## config.mk

```make
export PLATFORM = sky130hd
export DESIGN_NAME = byte_load_sequencer
export DESIGN_NICKNAME = d
export VERILOG_FILES = /design/src/rtl/byte_load_sequencer_pkg.sv /design/src/rtl/byte_load_sequencer_serial_shift_reg.sv /design/src/rtl/byte_load_sequencer.sv
export SDC_FILE = /design/constraint.sdc
export NUM_CORES = 1
export LEC_CHECK = 0
export ABC_AREA = 1
export CORE_UTILIZATION = 30
export CTS_CLUSTER_SIZE = 25
export DETAILED_ROUTE_END_ITERATION = 16
export GPL_TIMING_DRIVEN = 0
export PLACE_DENSITY_LB_ADDON = 0.05
export REMOVE_ABC_BUFFERS = 1
export SLEW_MARGIN = 25
export SYNTH_ARGS = -nofsm -noshare
export SYNTH_HDL_FRONTEND = slang
export SYNTH_SLANG_ARGS = --single-unit
export TNS_END_PERCENT = 5
```

## constraint.sdc

```tcl
create_clock -name clk -period 1.7 [get_ports clk]
set_input_delay 0.255 -clock clk [delete_from_list [all_inputs] [get_ports clk]]
set_output_delay 0.255 -clock clk [all_outputs]
set_load 0.1 [all_outputs]
```

## src/rtl/byte_load_sequencer_pkg.sv

```systemverilog
// Shared widths, state encoding and defaults for the byte load sequencer.
package byte_load_sequencer_pkg;

    localparam int unsigned BYTE_W        = 8;
    localparam int unsigned CNT_W         = 3;
    localparam int unsigned EN_CNT_W      = 4;
    localparam int unsigned EN_CYCLES_DEF = 2;

    typedef enum logic [2:0] {
        ST_IDLE   = 3'd0,
        ST_SHIFT  = 3'd1,
        ST_SETUP  = 3'd2,
        ST_ENABLE = 3'd3,
        ST_HOLD   = 3'd4
    } state_t;

endpackage

```

## src/rtl/byte_load_sequencer_serial_shift_reg.sv

```systemverilog
// Serial-to-parallel shifter; next_c exposes the post-shift value so the
// caller can capture a completed byte on the same edge that accepts the last bit.
module serial_shift_reg
    import byte_load_sequencer_pkg::*;
#(
    parameter bit MSB_FIRST = 1'b1
) (
    input  logic              clk,
    input  logic              reset_n,
    input  logic              clr,
    input  logic              restart,
    input  logic              shift_en,
    input  logic              bit_in,
    output logic [BYTE_W-1:0] next_c
);

    logic [BYTE_W-1:0] value;
    logic [BYTE_W-1:0] base_c;

    // A restart discards the partial byte before the incoming bit is shifted in.
    always_comb begin
        base_c = restart ? '0 : value;
        next_c = base_c;
        if (shift_en) begin
            if (MSB_FIRST) begin
                next_c = {base_c[BYTE_W-2:0], bit_in};
            end else begin
                next_c = {bit_in, base_c[BYTE_W-1:1]};
            end
        end
    end

    always_ff @(posedge clk or negedge reset_n) begin
        if (!reset_n) begin
            value <= '0;
        end else if (clr) begin
            value <= '0;
        end else begin
            value <= next_c;
        end
    end

endmodule

```

## src/rtl/byte_load_sequencer.sv

```systemverilog
// Assembles a serial byte and drives an external transparent latch with a
// setup / enable / hold sequence so data is stable whenever latch_en is high.
module byte_load_sequencer
    import byte_load_sequencer_pkg::*;
#(
    parameter int unsigned EN_CYCLES = EN_CYCLES_DEF,
    parameter bit          MSB_FIRST = 1'b1
) (
    input  logic              clk,
    input  logic              reset_n,
    input  logic              start,
    input  logic              bit_in,
    input  logic              bit_valid,
    input  logic              clear,
    output logic [BYTE_W-1:0] latch_d,
    output logic              latch_en,
    output logic              latch_clr,
    output logic              busy,
    output logic              done,
    output logic              overrun
);

    state_t              state;
    logic [CNT_W-1:0]    bit_cnt;
    logic [EN_CNT_W-1:0] en_cnt;
    logic                frame_open_c;
    logic                restart_c;
    logic                shift_en_c;
    logic [BYTE_W-1:0]   shift_next_c;

    // Bits are only accepted while a frame can be opened or is being collected.
    assign frame_open_c = (state == ST_IDLE) || (state == ST_SHIFT);
    assign restart_c    = !clear && start && frame_open_c;
    assign shift_en_c   = !clear && bit_valid && ((state == ST_SHIFT) || restart_c);

    serial_shift_reg #(
        .MSB_FIRST (MSB_FIRST)
    ) u_shift (
        .clk      (clk),
        .reset_n  (reset_n),
        .clr      (clear),
        .restart  (restart_c),
        .shift_en (shift_en_c),
        .bit_in   (bit_in),
        .next_c   (shift_next_c)
    );

    always_ff @(posedge clk or negedge reset_n) begin
        if (!reset_n) begin
            state     <= ST_IDLE;
            bit_cnt   <= '0;
            en_cnt    <= '0;
            latch_d   <= '0;
            latch_en  <= 1'b0;
            latch_clr <= 1'b1;
            busy      <= 1'b0;
            done      <= 1'b0;
            overrun   <= 1'b0;
        end else begin
            latch_clr <= 1'b0;
            done      <= 1'b0;
            if (clear) begin
                state     <= ST_IDLE;
                bit_cnt   <= '0;
                en_cnt    <= '0;
                latch_d   <= '0;
                latch_en  <= 1'b0;
                latch_clr <= 1'b1;
                busy      <= 1'b0;
                overrun   <= 1'b0;
            end else begin
                case (state)
                    ST_IDLE: begin
                        if (start) begin
                            state   <= ST_SHIFT;
                            busy    <= 1'b1;
                            bit_cnt <= CNT_W'(bit_valid);
                        end
                    end
                    ST_SHIFT: begin
                        if (start) begin
                            overrun <= 1'b1;
                            bit_cnt <= CNT_W'(bit_valid);
                        end else if (bit_valid) begin
                            if (bit_cnt == CNT_W'(BYTE_W - 1)) begin
                                state   <= ST_SETUP;
                                latch_d <= shift_next_c;
                                bit_cnt <= '0;
                            end else begin
                                bit_cnt <= bit_cnt + CNT_W'(1);
                            end
                        end
                    end
                    ST_SETUP: begin
                        if (start || bit_valid) overrun <= 1'b1;
                        state    <= ST_ENABLE;
                        latch_en <= 1'b1;
                        en_cnt   <= '0;
                    end
                    ST_ENABLE: begin
                        if (start || bit_valid) overrun <= 1'b1;
                        en_cnt <= en_cnt + EN_CNT_W'(1);
                        // Drop enable and announce the commit on the same edge.
                        if (en_cnt == EN_CNT_W'(EN_CYCLES - 1)) begin
                            state    <= ST_HOLD;
                            latch_en <= 1'b0;
                            done     <= 1'b1;
                        end
                    end
                    ST_HOLD: begin
                        if (start || bit_valid) overrun <= 1'b1;
                        state <= ST_IDLE;
                        busy  <= 1'b0;
                    end
                    default: begin
                        state    <= ST_IDLE;
                        busy     <= 1'b0;
                        latch_en <= 1'b0;
                    end
                endcase
            end
        end
    end

endmodule

```

# Yosys cells after proc, flatten, opt, wreduce, memory -nomap -nowiden
# Index checks and enable logic that the tools add are counted.
[op_classes]
eq_ne = 17
n_addsub = 2
reduce_logical = 24
mux = 36
[op_table]
columns = ["cell", "count"]
rows = [
  ["8-bit two-way mux", 8],
  ["3-bit two-way mux", 11],
  ["3-bit != test, second input constant", 5],
  ["3-bit one-hot mux with 4 select lines", 1],
  ["1-bit two-way mux", 10],
  ["3-bit nonzero test", 3],
  ["3-bit OR reduction", 3],
  ["4-bit one-hot mux with 2 select lines", 1],
  ["3-bit by 2-bit equality test with 1-bit output, second input constant", 2],
  ["3-bit equality test, second input constant", 2],
  ["2-bit by 1-bit != test with 1-bit output, second input constant", 3],
  ["3-bit one-hot mux with 2 select lines", 1],
  ["3-bit AND reduction", 2],
  ["2-bit nonzero test", 3],
  ["5-bit AND reduction", 1],
  ["4-bit by 1-bit adder with 4-bit output, second input constant", 1],
  ["4-bit by 1-bit equality test with 1-bit output, second input constant", 1],
  ["1-bit logical AND", 4],
  ["4-bit two-way mux", 1],
  ["4-bit != test, second input constant", 1],
  ["1-bit one-hot mux with 2 select lines", 2],
  ["2-bit AND reduction", 2],
  ["4-bit AND reduction", 1],
  ["3-bit by 1-bit adder with 3-bit output, second input constant", 1],
  ["7 further kinds", 9],
]
[totals]
word_cells = 89
ff_bits = 31
input_bits = 6

# Longest topological paths before layout
[depth]
depth_word = 11
depth_mapped = 10

# Cells and area by module
# From an unflattened synthesis, not the netlist that was laid out.
[hier_totals]
hier_cells = 200
hier_area_um2 = 1605.3
[modules_own_cells]
columns = ["mod", "seq_area_each_um2", "cells_each", "n_inst", "area_each_um2"]
rows = [
  ["byte_load_sequencer", 576.8, 140, 1, 1189.9],
  ["serial_shift_reg", 200.2, 60, 1, 415.4],
]

# Worst setup path after synthesis
# Ideal clock, no wire load.
[synth_path]
kind = "flip-flop to flip-flop"
start = "register bit_cnt[0]"
end = "register bit_cnt[0]"
n_path_buf = 0
stages_incl_launch_ff = 7
setup_slack_ns = 0.371
arrival_time_ns = 1.264
cell_sequence = "dfrtp_1 > ha_1 > ha_1 > or2_2 > o21ai_0 > nand2_1 > nand2_1"
[synth_between]
elab_chain_len = 6
word_cells_on_any_way = 7
[synth_lines]
columns = ["item", "line", "source"]
rows = [
  ["start, declared", "byte_load_sequencer.sv:24", "logic [CNT_W-1:0] bit_cnt;"],
  ["start signal, assigned", "byte_load_sequencer.sv:77", "bit_cnt <= CNT_W'(bit_valid);"],
  ["start signal, assigned", "byte_load_sequencer.sv:83", "bit_cnt <= CNT_W'(bit_valid);"],
  ["start signal, assigned", "byte_load_sequencer.sv:90", "bit_cnt <= bit_cnt + CNT_W'(1);"],
  ["3-bit by 1-bit adder with 3-bit output or 3-bit equality test (tied branches)", "byte_load_sequencer.sv:90, byte_load_sequencer.sv:85", ""],
  ["3-bit two-way mux (*)", "byte_load_sequencer.sv:85", "if (bit_cnt == CNT_W'(BYTE_W - 1)) begin"],
  ["3-bit two-way mux (*)", "byte_load_sequencer.sv:84", "end else if (bit_valid) begin"],
  ["3-bit two-way mux (*)", "byte_load_sequencer.sv:81", "if (start) begin"],
  ["3-bit one-hot mux with 2 select lines (*)", "byte_load_sequencer.sv:72", "case (state)"],
  ["3-bit two-way mux (*)", "byte_load_sequencer.sv:62", "if (clear) begin"],
]
# Every way passes the cells marked *; elsewhere a longest branch is shown, timed or not. The select of a mux whose other input is x is not followed.
# A chain may end at the register's enable or synchronous reset.

# Worst setup path in the final report
[layout_path]
start = "register latch_clr"
end = "output latch_clr"
[layout_rtl]
columns = ["item", "line", "source"]
rows = [
  ["start, declared", "byte_load_sequencer.sv:17", "output logic latch_clr,"],
  ["start signal, assigned", "byte_load_sequencer.sv:55", "latch_clr <= 1'b1;"],
  ["start signal, assigned", "byte_load_sequencer.sv:60", "latch_clr <= 1'b0;"],
  ["start signal, assigned", "byte_load_sequencer.sv:68", "latch_clr <= 1'b1;"],
]
# No word-level cell between the ends.

==> results.md <==
- Core region area: 4848 µm²
- Layout cells sized above 1: 0.1943
- Total GRT Usage: 0.1442
- Antenna violations before repair: 0
- Total gr overflow: 0
- Met1 Resource Use GR: 0.2043
- DIE AREA: 5476 µm²
- # diodes: 0
- Top cell type's share of synthesized area: 0.4827
- Final Hold Viols: 0
- Boundary pin count: 19
- Setup violators final: 0
- Crit Path Category: flip-flop to output port
- Critical Path End Type: output port
- Max_cap viols: 0
- Rel. slew slack: 0.6349
- Final min period: 1.590 ns
- Netlist cell types: 25
- WL/cell: 11.84 µm
- Synth Instances: 187
- FFs w/ async S/R, synth: 1.000
- Status: completed
- Crit-path leading delay family: buffers and inverters
- Number of clock sinks: 31
- Post-synth EDFFs: 0
- Worst Hold Class: input port to flip-flop
- Met2 usage: 0.2061
- Global-route wire length before repair: 5.830 mm
- Vias: 1264
- # H-tree levels: 2
- Synth Flop Type: dfrtp_1
- Vias in the first global route: 1231
- Hold Slack: 0.3122 ns
- Final #Nets: 220
- Crit path max fanout: 1
- Chip width: 74 µm
- Critical Path AT: 1.33 ns
- Largest net degree at the start of global routing: 18
- CP startpoint kind: flip-flop
- Fmax: 0.6289 GHz
- DRT antenna net count: 0
- # rows: 25
- Post-CTS Setup Repair Bufs: 0
- Clk pin slew, worst setup/hold paths: 0.07 ns
- DRT Pass-1 Iters: 4
- Crit-path cells: clkdlybuf4s15_2
- I/O Buffers: 18
- Initial Util: 0.3208
- Yosys warns: 0
- Pwr dens: 1287 nW/µm²
- Top cell type by total area after synthesis: dfrtp_1
- Post-Syn Area per Cell: 8.317 µm²
- Final HPWL DP: 2.409 mm
- Leakage: 0.9514 nW
- Fin crit share: 0.9353
- Register bit count reported by yosys: 31
- Clock Latency Late Sink: 0.28 ns
- Ranking of synthesized cells by area: dfrtp_1 (48%), nand2_1 (14%), nand3_1 (6.4%)
- Slowest cell delay on critical path: 0.54 ns
- Remaining DRCs: 0
- Met3 usage: 0.04607
- RePlAce Congestion: 0.8003
- VDD IR max: 0.4398 mV
- Via/cell ratio: 4.547
- Worst-margin pin slew: 0.5502 ns
- Die height: 74 µm
- RSZ-0062 raised after global routing: false
- CP bufs+invs: 1
- Max-slew violation count: 0
- Worst path slowest cell: clkdlybuf4s15_2
- Post-synthesis sequential area ratio: 0.4996
- CTS tree: yes
- Worst Skew: 0.006023 ns
- Fin util: 0.3974
- Total wire length: 3.292 mm
- Synthesized area: 1555 µm²
- Gr busiest metal: met2
- Maximum root-to-sink buffer count: 2
- Setup TNS: 0 ns
- Drt first-iter violations: 94
- TritonCTS buffer count: 5
- P&R area growth vs syn: 23.89%
- Root Driver: clkbuf_8
- Worst endpoint required time: 1.44 ns
==> power by group <==
group	internal (mW)	switching [mW]	leakage, nW
registers	0.836	0.0981	0.421
logic	0.239	0.671	0.479
clock network	0.369	0.266	0.0515
total	1.44	1.04	0.951
==> logic make-up (layout without fill, tap and decap cells) <==
kind of cell	Yosys count	in the layout	share of synthesized area
xor gates and xnor gates	1	1	0.005633
and+or+nand+nor	114	114	0.3451
AOI/OAI and AO/OA	18	18	0.06114
adders and majority gates	4	4	0.03218
DFF	31	31	0.4996
buffers and inverters	19	43	0.05631
==> registers in the layout, indices dropped and copies added (netlist names), 3 cells and up <==
signal         count
latch_d            8
u_shift.value      8
en_cnt             4
bit_cnt            3
state              3
==> placed cells by master (no fill, tap or decap), types with 2 or more instances in the layout <==
| master | n |
|---|---|
| clkdlybuf4s15_2 | 12 |
| nand2_1 | 58 |
| inv_2 | 3 |
| dfrtp_1 | 30 |
| a21oi_1 | 3 |
| nor2_2 | 4 |
| ha_1 | 4 |
| clkbuf_2 | 2 |
| clkbuf_8 | 7 |
| inv_1 | 10 |
| nand2_4 | 5 |
| o22ai_1 | 4 |
| nand4_1 | 6 |
| nor2_1 | 16 |
| o21ai_0 | 6 |
| nand3_1 | 20 |
| o21ai_1 | 5 |
| clkdlybuf4s50_1 | 3 |
==> metal layers <==
| layer | vias up | routed length (µm) |
|---|---|---|
| met5 | - | 0 |
| met4 | 0 | 44 |
| met3 | 5 | 126 |
| met2 | 18 | 1429 |
| met1 | 590 | 1691 |
| li1 | 651 | - |
==> final cells by class <==
class	count	area (µm²)
Sequential cell	31	777.0
Multi-Input combinational cell	137	690.7
Timing Repair Buffer	20	217.7
Inverter	15	57.56
Clock buffer	8	100.1
Tap cell	67	83.83
Fill cell	505	2922
==> synthesized netlist by cell type (all sizes together) (2+ instances only) <==
| cell | number |
|---|---|
| a21oi | 3 |
| buf | 2 |
| clkbuf | 2 |
| clkinv | 2 |
| dfrtp | 30 |
| ha | 4 |
| inv | 13 |
| nand2 | 64 |
| nand3 | 21 |
| nand4 | 6 |
| nor2 | 21 |
| o21ai | 11 |
| o22ai | 4 |
==> path summary, 6_finish.rpt <==
check,from,end,slack (ns),depth (start not counted)
max,latch_clr$_DFF_PN1_,latch_clr,0.11,1
min,clear,latch_clr$_DFF_PN1_,0.31,1
max reg2reg,bit_cnt[0]$_DFFE_PN0P_,latch_d[6]$_DFFE_PN0P_,0.19,8
min reg2reg,latch_en$_DFFE_PN0P_,latch_en$_DFFE_PN0P_,0.50,2
max in group asynchronous,reset_n,u_shift.value[3]$_DFF_PN0_,0.84,3
min in group asynchronous,reset_n,busy$_DFFE_PN0P_,0.44,2
==> per-stage QoR <==
stage | std cells | instance area (µm²) | worst slack [ns] | power [mW]
global route | 278 | 1927 | 0.02864 | 2.656
floorplan | 183 | 1525 | 0.3712 | 1.638
global placement | 268 | 1789 | -0.4733 | 1.861
finish | 278 | 1927 | 0.1100 | 2.479
detailed placement | 269 | 1812 | -0.4621 | 1.877
CTS | 278 | 1936 | 0.01848 | 2.519
==> timing repair <==
item / CTS / global route
hold buffers: 1 / 0
gates resized for setup: 39 / 3
endpoints found under the setup margin: 35 / 2
hold endpoints to repair: 13 / 0
(Power assumes the default switching activity.)
